$ cat src/rtl/replace_num_packet_rx.sv
// UART packet receiver: header, MSB-first {address, data} payload, XOR checksum.
// Emits a one-cycle wr_en with the assembled packet, or an error pulse.
module replace_num_packet_rx #(
    parameter int          ADDR_WIDTH     = 16,
    parameter int          DATA_WIDTH     = 16,
    parameter int          TIMEOUT_CYCLES = 100000,
    parameter logic [7:0]  HEADER_BYTE    = 8'h52
) (
    input  logic                           clk,
    input  logic                           reset,
    input  logic [7:0]                     rx_data,
    input  logic                           rx_valid,
    output logic [ADDR_WIDTH+DATA_WIDTH-1:0] wr_packet,
    output logic                           wr_en,
    output logic                           csum_err,
    output logic                           timeout_err,
    output logic                           busy
);
    localparam int PW = ADDR_WIDTH + DATA_WIDTH;
    localparam int NB = PW / 8;
    localparam int CW = $clog2(NB + 1);
    localparam int TW = $clog2(TIMEOUT_CYCLES + 1);
    localparam logic [CW-1:0] LAST_BYTE = CW'(NB - 1);
    localparam logic [TW-1:0] TMO_MAX   = TW'(TIMEOUT_CYCLES);

    generate
        if ((PW % 8) != 0) begin : g_bad_width
            $error("ADDR_WIDTH+DATA_WIDTH must be a multiple of 8");
        end
    endgenerate

    typedef enum logic [1:0] {IDLE, PAYLOAD, CHECK} state_t;

    state_t          state_q, state_d;
    logic [PW-1:0]   shreg_q, shreg_d;
    logic [PW-1:0]   pkt_q, pkt_d;
    logic [CW-1:0]   cnt_q, cnt_d;
    logic [7:0]      xor_q, xor_d;
    logic [TW-1:0]   tmo_q, tmo_d;
    logic            wr_en_q, wr_en_d;
    logic            csum_err_q, csum_err_d;
    logic            timeout_err_q, timeout_err_d;
    logic            hdr_seen;
    logic            tmo_hit;

    assign hdr_seen = rx_valid && (rx_data == HEADER_BYTE);
    assign tmo_hit  = (tmo_q == TMO_MAX);

    always_ff @(posedge clk) begin
        if (reset) begin
            state_q       <= IDLE;
            cnt_q         <= '0;
            xor_q         <= '0;
            tmo_q         <= '0;
            pkt_q         <= '0;
            wr_en_q       <= 1'b0;
            csum_err_q    <= 1'b0;
            timeout_err_q <= 1'b0;
        end else begin
            state_q       <= state_d;
            cnt_q         <= cnt_d;
            xor_q         <= xor_d;
            tmo_q         <= tmo_d;
            pkt_q         <= pkt_d;
            wr_en_q       <= wr_en_d;
            csum_err_q    <= csum_err_d;
            timeout_err_q <= timeout_err_d;
        end
    end

    // The shift register is cleared on every header, so it needs no reset.
    always_ff @(posedge clk) begin
        shreg_q <= shreg_d;
    end

    always_comb begin
        state_d = state_q;
        case (state_q)
            IDLE:    if (hdr_seen) state_d = PAYLOAD;
            PAYLOAD: begin
                if (rx_valid) begin
                    if (cnt_q == LAST_BYTE) state_d = CHECK;
                end else if (tmo_hit) begin
                    state_d = IDLE;
                end
            end
            CHECK:   if (rx_valid || tmo_hit) state_d = IDLE;
            default: state_d = IDLE;
        endcase
    end

    always_comb begin
        shreg_d       = shreg_q;
        pkt_d         = pkt_q;
        cnt_d         = cnt_q;
        xor_d         = xor_q;
        tmo_d         = tmo_q;
        wr_en_d       = 1'b0;
        csum_err_d    = 1'b0;
        timeout_err_d = 1'b0;
        if (state_q == IDLE) begin
            tmo_d = '0;
            if (hdr_seen) begin
                shreg_d = '0;
                cnt_d   = '0;
                xor_d   = '0;
            end
        end else begin
            // An arriving byte wins over a simultaneous timeout.
            if (rx_valid) begin
                tmo_d = '0;
            end else if (tmo_hit) begin
                tmo_d         = '0;
                timeout_err_d = 1'b1;
            end else begin
                tmo_d = tmo_q + TW'(1);
            end
            if (rx_valid && state_q == PAYLOAD) begin
                shreg_d = PW'({shreg_q, rx_data});
                xor_d   = xor_q ^ rx_data;
                cnt_d   = cnt_q + CW'(1);
            end
            if (rx_valid && state_q == CHECK) begin
                if (rx_data == xor_q) begin
                    pkt_d   = shreg_q;
                    wr_en_d = !wr_en_q;
                end else begin
                    csum_err_d = 1'b1;
                end
            end
        end
    end

    always_comb begin
        busy        = (state_q != IDLE);
        wr_packet   = pkt_q;
        wr_en       = wr_en_q;
        csum_err    = csum_err_q;
        timeout_err = timeout_err_q;
    end
endmodule
$ cat config.mk
export PLATFORM = sky130hd
export DESIGN_NAME = replace_num_packet_rx
export DESIGN_NICKNAME = d
export VERILOG_FILES = /design/src/rtl/replace_num_packet_rx.sv
export SDC_FILE = /design/constraint.sdc
export NUM_CORES = 1
export LEC_CHECK = 0
export CAP_MARGIN = 30
export CORE_MARGIN = 2
export CORE_UTILIZATION = 45
export DETAILED_ROUTE_END_ITERATION = 7
export DONT_BUFFER_PORTS = 1
export HOLD_SLACK_MARGIN = 0.12
export MAX_ROUTING_LAYER = met4
export REMOVE_ABC_BUFFERS = 1
export SYNTH_ARGS = -nofsm -noshare
export SYNTH_HDL_FRONTEND = slang
export SYNTH_SLANG_ARGS = --single-unit
export TNS_END_PERCENT = 1
$ cat constraint.sdc
create_clock -name clk -period 3.2 [get_ports clk]
set_clock_uncertainty 0.15 [all_clocks]
set_input_delay 0.32 -clock clk [delete_from_list [all_inputs] [get_ports clk]]
set_output_delay 0.32 -clock clk [all_outputs]
set_load 0.01 [all_outputs]
==> results of run 1 <==
==> flip-flops by register name, indices dropped and copies added (netlist names) <==
| name | count |
|---|---|
| tmo_q | 17 |
| timeout_err | 1 |
| wr_en | 1 |
| xor_q | 8 |
| wr_packet | 32 |
| cnt_q | 3 |
| csum_err | 1 |
| state_q | 2 |
| shreg_q | 32 |
==> through the flow <==
stage	instance area, um2	hold slack (ns)	util (%)	std cells
2_1_floorplan	4100	0.239	-	373
3_3_place_gp	4270	0.252	46.7	487
3_5_place_dp	4270	0.253	46.7	487
4_1_cts	4580	0.120	50.0	514
5_1_grt	4580	0.150	50.0	514
6_report	4580	0.131	50.0	514
==> cells by family (layout without fill, tap and decap cells) <==
group	after synthesis	count (layout)
adder cells (fa/ha/maj)	4	4
flip-flops	97	97
XOR/XNOR	20	20
buffers and inverters	25	35
AND/OR/NAND/NOR	185	185
AO/OA/AOI/OAI	30	30
multiplexers	32	32
==> layout by cell type, fill, tap and decap left out, drive strengths merged, types with 4 or more instances in the layout <==
cell type / instances
xor2: 7
mux2i: 32
nand4: 8
o21ai: 10
ha: 4
and3: 4
clkbuf: 9
nand2b: 65
nand2: 8
inv: 7
dlygate4sd3: 10
a21oi: 16
nand3: 8
edfxtp: 32
nor3: 13
nor2b: 32
xnor2: 13
dfxtp: 65
buf: 4
nor2: 28
==> layout make-up <==
class,instances,area (um2)
fill,837,4570
timing repair buffer,14,150
inverter,5,18.8
clock inverter,7,55.1
clock buffer,9,124
multi-input combinational,271,1830
tap,111,139
sequential,97,2260
==> final timing paths <==
path	to	start	slack (ns)
setup reg to reg	shreg_q[1]	state_q[0]	1.15
hold / removal	csum_err	rx_valid	0.13
setup / recovery	shreg_q[1]	state_q[0]	1.15
hold reg to reg	cnt_q[1]	cnt_q[1]	0.33
==> routing by layer <==
| layer | track usage, % | wire [um] | vias to the layer above |
|---|---|---|---|
| met2 | 25.0 | 3350 | 66 |
| met4 | 7.48 | 141 | 0 |
| li1 | - | - | 1367 |
| met1 | 20.9 | 3670 | 1236 |
| met5 | - | 0 | - |
| met3 | 3.40 | 381 | 12 |
==> power by group through the flow <==
stage / logic, W / clock network [W] / registers, W
3_3_place_gp: 0.0000284 / 0 / 0.00129
4_1_cts: 0.0000576 / 0.000761 / 0.00126
5_1_grt: 0.0000618 / 0.000813 / 0.00126
6_report: 0.0000571 / 0.000731 / 0.00126
3_5_place_dp: 0.0000290 / 0 / 0.00129
2_1_floorplan: 0.0000263 / 0 / 0.00129
==> qor.txt, run 1 <==
=================================================================================================
Simple-gate portion of the synthesized area                                                 26.3%
Arrival time at the worst endpoint                                                        1.91 ns
Warning count from the yosys run                                                                0
Part of the total power dissipated in combinational logic                                    2.8%
Global route overflow                                                                           0
Clock network fraction of total power                                                       35.7%
Post-Synth XOR/XNOR Area                                                                    4.18%
Number of diodes                                                                                0
Clock sink total                                                                               97
Flop pwr share                                                                              61.6%
Post-route minimum period                                                                 2.05 ns
Sw Share                                                                                    22.8%
Fmax achieved                                                                             488 MHz
Via count                                                                                    2681
Top area cells in the synthesized netlist                                            sky130_fd_sc_hd__dfxtp_1 31%, sky130_fd_sc_hd__edfxtp_1 23%, sky130_fd_sc_hd__nand2b_1 9.7%
Worst voltage drop across the vdd grid                                                   0.201 mV
Remaining DRCs                                                                                  0
Buffer type at the clock tree root                                                   sky130_fd_sc_hd__clkbuf_8
Clock transition at the registers of the reported paths                                   0.10 ns
Initial DRT Pass Iterations                                                                     4
Maximum fanout along the worst path                                                            32
Share of Yosys cell area claimed by the top area cell type                                  31.0%
Setup_tns                                                                                    0 ns
First-pass GRT wire length                                                               12600 um
Floorplan core area                                                                      9150 um2
Overall power after layout                                                              0.00205 W
Buf+Inv Stages, Crit Path                                                                       2
Final setup fails                                                                               0
Site row count                                                                                 35
Normalized max-slew margin                                                                  63.1%
Critical path data required time                                                          3.06 ns
# hold bufs at CTS                                                                             11
Port buffer count                                                                               0
Crit-path max cell delay                                                                  0.47 ns
Post-synth top flop                                                                  sky130_fd_sc_hd__dfxtp_1
Number of synthesized flops with an enable pin                                                 32
Count of nets after finishing                                                                 413
Share of synthesized area spent on multiplexers                                             7.64%
Setup Crit Path Kind                                                                      reg2reg
Initial standard-cell utilization of the core                                               45.8%
Path type of the worst min-delay path                                                      in2reg
Share of synthesized cell area in full adder, half adder and majority cells                 1.19%
RSZ-0062 raised after global routing                                                        false
Pin count of the biggest net entering global routing                                           82
Number of instances on the worst hold path                                                      2
Synthesis-to-layout area growth                                                             9.19%
Final max-slew violation count                                                                  0
Post-CTS sizing                                                                                 0
Post-CTS setup buffer count                                                                     0
Crit end category                                                                       flip-flop
Pre-CTS worst setup slack                                                                 1.19 ns
Depth of the most critical reg-to-reg path                                                      4
Largest family of logic cells by synthesized area                                    simple AND/OR/NAND/NOR gates
Maximum clock path buffer count                                                                 2
Max_cap viols                                                                                   0
Top cell family by delay on the critical path                                        simple AND/OR/NAND/NOR gates
Ports placed on the boundary                                                                   47
Per-instance average area after synthesis                                                10.7 um2
Vias per cell                                                                                5.22
Die area                                                                                10100 um2
Avg WL per Cell                                                                           14.7 um
Cell area after technology mapping                                                       4190 um2
Fraction of registers with async set or reset after synthesis                                  0%
Slowest cell on the critical path                                                    sky130_fd_sc_hd__and3b_1
Cell leakage power                                                                        1.44 nW
Cell-internal power                                                                     0.00158 W
Power per standard cell area                                                           448 nW/um2
X dimension of the die                                                                     101 um
Status                                                                               complete, no violations
Seq/Total Area, Yosys                                                                       53.9%
Cell-by-cell trace of the critical path                                              and3b_1, a31oi_4, inv_1, buf_4
Count of H-tree levels built during CTS                                                         3
Launching element type of the critical path                                             flip-flop
Clock tree from TritonCTS                                                                     yes
Die Y                                                                                      101 um
Net Sw Power                                                                           0.000468 W
Period utilisation layout                                                                   64.0%
Number of CTS-inserted buffers                                                                  9
Most instantiated cells after synthesis                                              65 x sky130_fd_sc_hd__dfxtp_1, 65 x sky130_fd_sc_hd__nand2b_1, 32 x sky130_fd_sc_hd__edfxtp_1, 32 x sky130_fd_sc_hd__mux2i_1, 32 x sky130_fd_sc_hd__nor2b_1
Clock Latency Late Sink                                                                   0.36 ns
HPWL reported at the end of detailed placement                                            4600 um
Antenna violations before repair                                                                0
ANT nets after route                                                                            0
Starting DRC count in detailed routing                                                         68
Slew @ Worst Pin                                                                         0.553 ns
Total detailed-routing wirelength                                                         7540 um
Fraction of final layout cells with drive strength greater than 1                           7.20%
Yosys reg bits                                                                                 97
Total Routing Usage GR                                                                      16.4%
Final RePlAce weighted congestion                                                           0.810
Count of cell instances traversed by the critical path                                          4
Number of global-route vias before repair                                                    2651
Number of distinct library cell variants in the gate-level netlist after synthesis             42
Compound-gate portion of the synthesized area                                               4.15%
Cell type with the highest aggregate area in the netlist                             sky130_fd_sc_hd__dfxtp_1
Fin. Hold Viols                                                                                 0
Worst path setup slack after routing                                                      1.15 ns
Cells after Synth                                                                             393
=================================================================================================
Power figures use the tool's default switching activity.
==> run 2: changes to the inputs <==
Clock period 3.2 ns to 1.95 ns, I/O delays scaled along.
==> qor.txt, run 2 (same netlist as run 1, synthesis figures left out) <==
================================================================================
Fmax achieved                                                            577 MHz
Buffer type at the clock tree root                                  sky130_fd_sc_hd__clkbuf_8
Ports placed on the boundary                                                  47   unchanged
Pin count of the biggest net entering global routing                          82   unchanged
Clock tree from TritonCTS                                                    yes
Normalized max-slew margin                                                 72.2%   +9.1 points
Number of diodes                                                               0   unchanged
Remaining DRCs                                                                 0   unchanged
Avg WL per Cell                                                          14.5 um   -1.2%
Power per standard cell area                                          772 nW/um2   +72%
Worst hold path endpoint                                                csum_err
Initial standard-cell utilization of the core                              45.8%   unchanged
Floorplan core area                                                     9150 um2   unchanged
Overall power after layout                                             0.00361 W   +76%
Fin. Hold Viols                                                                0   unchanged
Count of nets after finishing                                                417   +0.97%
Post-route minimum period                                                1.73 ns
Synthesis-to-layout area growth                                            11.7%
Fraction of final layout cells with drive strength greater than 1          8.35%   +1.2 points
Clock Latency Late Sink                                                  0.35 ns   about the same
# hold bufs at CTS                                                            11   unchanged
Setup Crit Path Kind                                                      in2reg
Period utilisation layout                                                  88.9%
Starting DRC count in detailed routing                                        85   +25%
Setup_tns                                                                   0 ns   unchanged
Worst voltage drop across the vdd grid                                  0.475 mV   +140%
Crit end category                                                      flip-flop
Detailed-routed wire length on met3                                       422 um   +11%
Final max-slew violation count                                                 0   unchanged
First-pass GRT wire length                                              12500 um   -0.76%
Count of H-tree levels built during CTS                                        3   unchanged
Max_cap viols                                                                  0   unchanged
Commonest cells after routing, fill and taps aside                  65 x sky130_fd_sc_hd__nand2b_1, 65 x sky130_fd_sc_hd__dfxtp_1, 32 x sky130_fd_sc_hd__mux2i_1, 32 x sky130_fd_sc_hd__nor2b_1, 32 x sky130_fd_sc_hd__edfxtp_1
Launching element type of the critical path                         primary input
Clock transition at the registers of the reported paths                  0.08 ns   -0.02 ns
Status                                                              complete, no violations
Vias per cell                                                               5.21   about the same
Antenna violations before repair                                               0   unchanged
Maximum fanout along the worst path                                           32   unchanged
Hold_sp                                                               rx_data[7]
Post-CTS sizing                                                                0   unchanged
Site row count                                                                35   unchanged
Terminus of the critical flop-to-flop path                             tmo_q[16]
Worst reg2reg setup slack                                                0.23 ns   -0.92 ns
Initial DRT Pass Iterations                                                    4   unchanged
Global route overflow                                                          0   unchanged
Maximum clock path buffer count                                                2   unchanged
X dimension of the die                                                    101 um   unchanged
Final setup fails                                                              0   unchanged
Depth of the most critical reg-to-reg path                                     5   +1
Placed Instance Area                                                    4330 um2   +1.3%
Post-CTS setup buffer count                                                    0   unchanged
Via count                                                                   2700   +0.71%
Slew @ Worst Pin                                                        0.414 ns   -0.139 ns
Clock sink total                                                              97   unchanged
Number of instances on the worst hold path                                     4   +2
Worst reg2reg startpoint                                                tmo_q[0]
Filler Cells Inserted                                                        834   -0.36%
Path type of the worst min-delay path                                     in2reg
Total detailed-routing wirelength                                        7510 um   -0.42%
Die Y                                                                     101 um   unchanged
ANT nets after route                                                           0   unchanged
Number of global-route vias before repair                                   2558   -3.5%
Routed length on met1                                                    3520 um   -4.1%
Total Routing Usage GR                                                     16.2%   -0.15 points
Topmost layer with routed signal wires                                      met4
Final RePlAce weighted congestion                                          0.767   -5.3%
HPWL reported at the end of detailed placement                           4590 um   -0.25%
Cell leakage power                                                       1.49 nW   +3.1%
Total met2 wirelength after detailed routing                             3510 um   +4.7%
Cells after DPL                                                              491   +0.82%
Arrival time at the worst endpoint                                       1.87 ns   -0.04 ns
Port buffer count                                                              0   unchanged
Critical path data required time                                         2.08 ns   -0.98 ns
Final Cell Area                                                         4680 um2   +2.3%
Number of CTS-inserted buffers                                                 9   unchanged
Die area                                                               10100 um2   unchanged
RSZ-0062 raised after global routing                                       false
Final std cells w/o fill                                                     518   +0.78%
================================================================================
## run 2: changes by cell type in the layout (fill, tap and decap cells not counted)
cell | previous run | this run
sky130_fd_sc_hd__clkbuf_8 | 9 | 10
sky130_fd_sc_hd__inv_8 | 1 | 0
sky130_fd_sc_hd__buf_4 | 3 | 5
sky130_fd_sc_hd__buf_12 | 0 | 2
sky130_fd_sc_hd__clkinv_1 | 1 | 0
sky130_fd_sc_hd__bufinv_16 | 0 | 2
sky130_fd_sc_hd__inv_6 | 1 | 0
## run 2: report_power, final
group | total [W] | switching [W] | internal [W]
sequential | 0.00207 | 0.000000608 | 0.00207
clock | 0.00144 | 0.000686 | 0.000759
combinational | 0.0000979 | 0.0000445 | 0.0000534
## run 2: cell type report
| cell class | count | area [um2] | area share, % |
|---|---|---|---|
| clock inverters | 6 | 91.3 | 1.95 |
| flip-flops and latches | 97 | 2260 | 48.3 |
| repair buffers | 18 | 205 | 4.38 |
| multi-input cells | 271 | 1830 | 39.1 |
| well taps | 111 | 139 | 2.96 |
| inverters | 5 | 18.8 | 0.401 |
| clock buffers | 10 | 138 | 2.94 |
## run 2: how the worst max path moves through the flow
stage	startpoint	endpoint	cells past startpoint
after floorplan	xor_q[4]	wr_packet[0]	4
after global placement	state_q[1]	shreg_q[24]	4
after detailed placement	tmo_q[0]	tmo_q[16]	5
after CTS	state_q[1]	busy	3
after global routing	state_q[0]	shreg_q[8]	4
final	rx_valid	wr_packet[2]	5
## run 2: through the flow
step / worst slack, ns / utilization (%) / hold slack, ns
after floorplan: -0.994 / - / 0.114
after global placement: 0.313 / 47.3 / 0.131
after detailed placement: 0.248 / 47.3 / 0.129
after CTS: 0.176 / 51.2 / 0.122
after global routing: 0.0874 / 51.2 / 0.143
final: 0.216 / 51.2 / 0.129
## run 2: critical path, cell delays in order
cell and delay, ns:
sky130_fd_sc_hd__dlygate4sd3_1 0.67, sky130_fd_sc_hd__nand3b_1 0.24, sky130_fd_sc_hd__nor3_4 0.27, sky130_fd_sc_hd__buf_12 0.27
sky130_fd_sc_hd__mux2i_1 0.21
## run 2: per-layer routing
layer / up-vias / global-route usage (%)
met5: - / -
met4: 0 / 5.37
met3: 6 / 4.65
met2: 53 / 24.8
met1: 1278 / 20.8
li1: 1363 / -
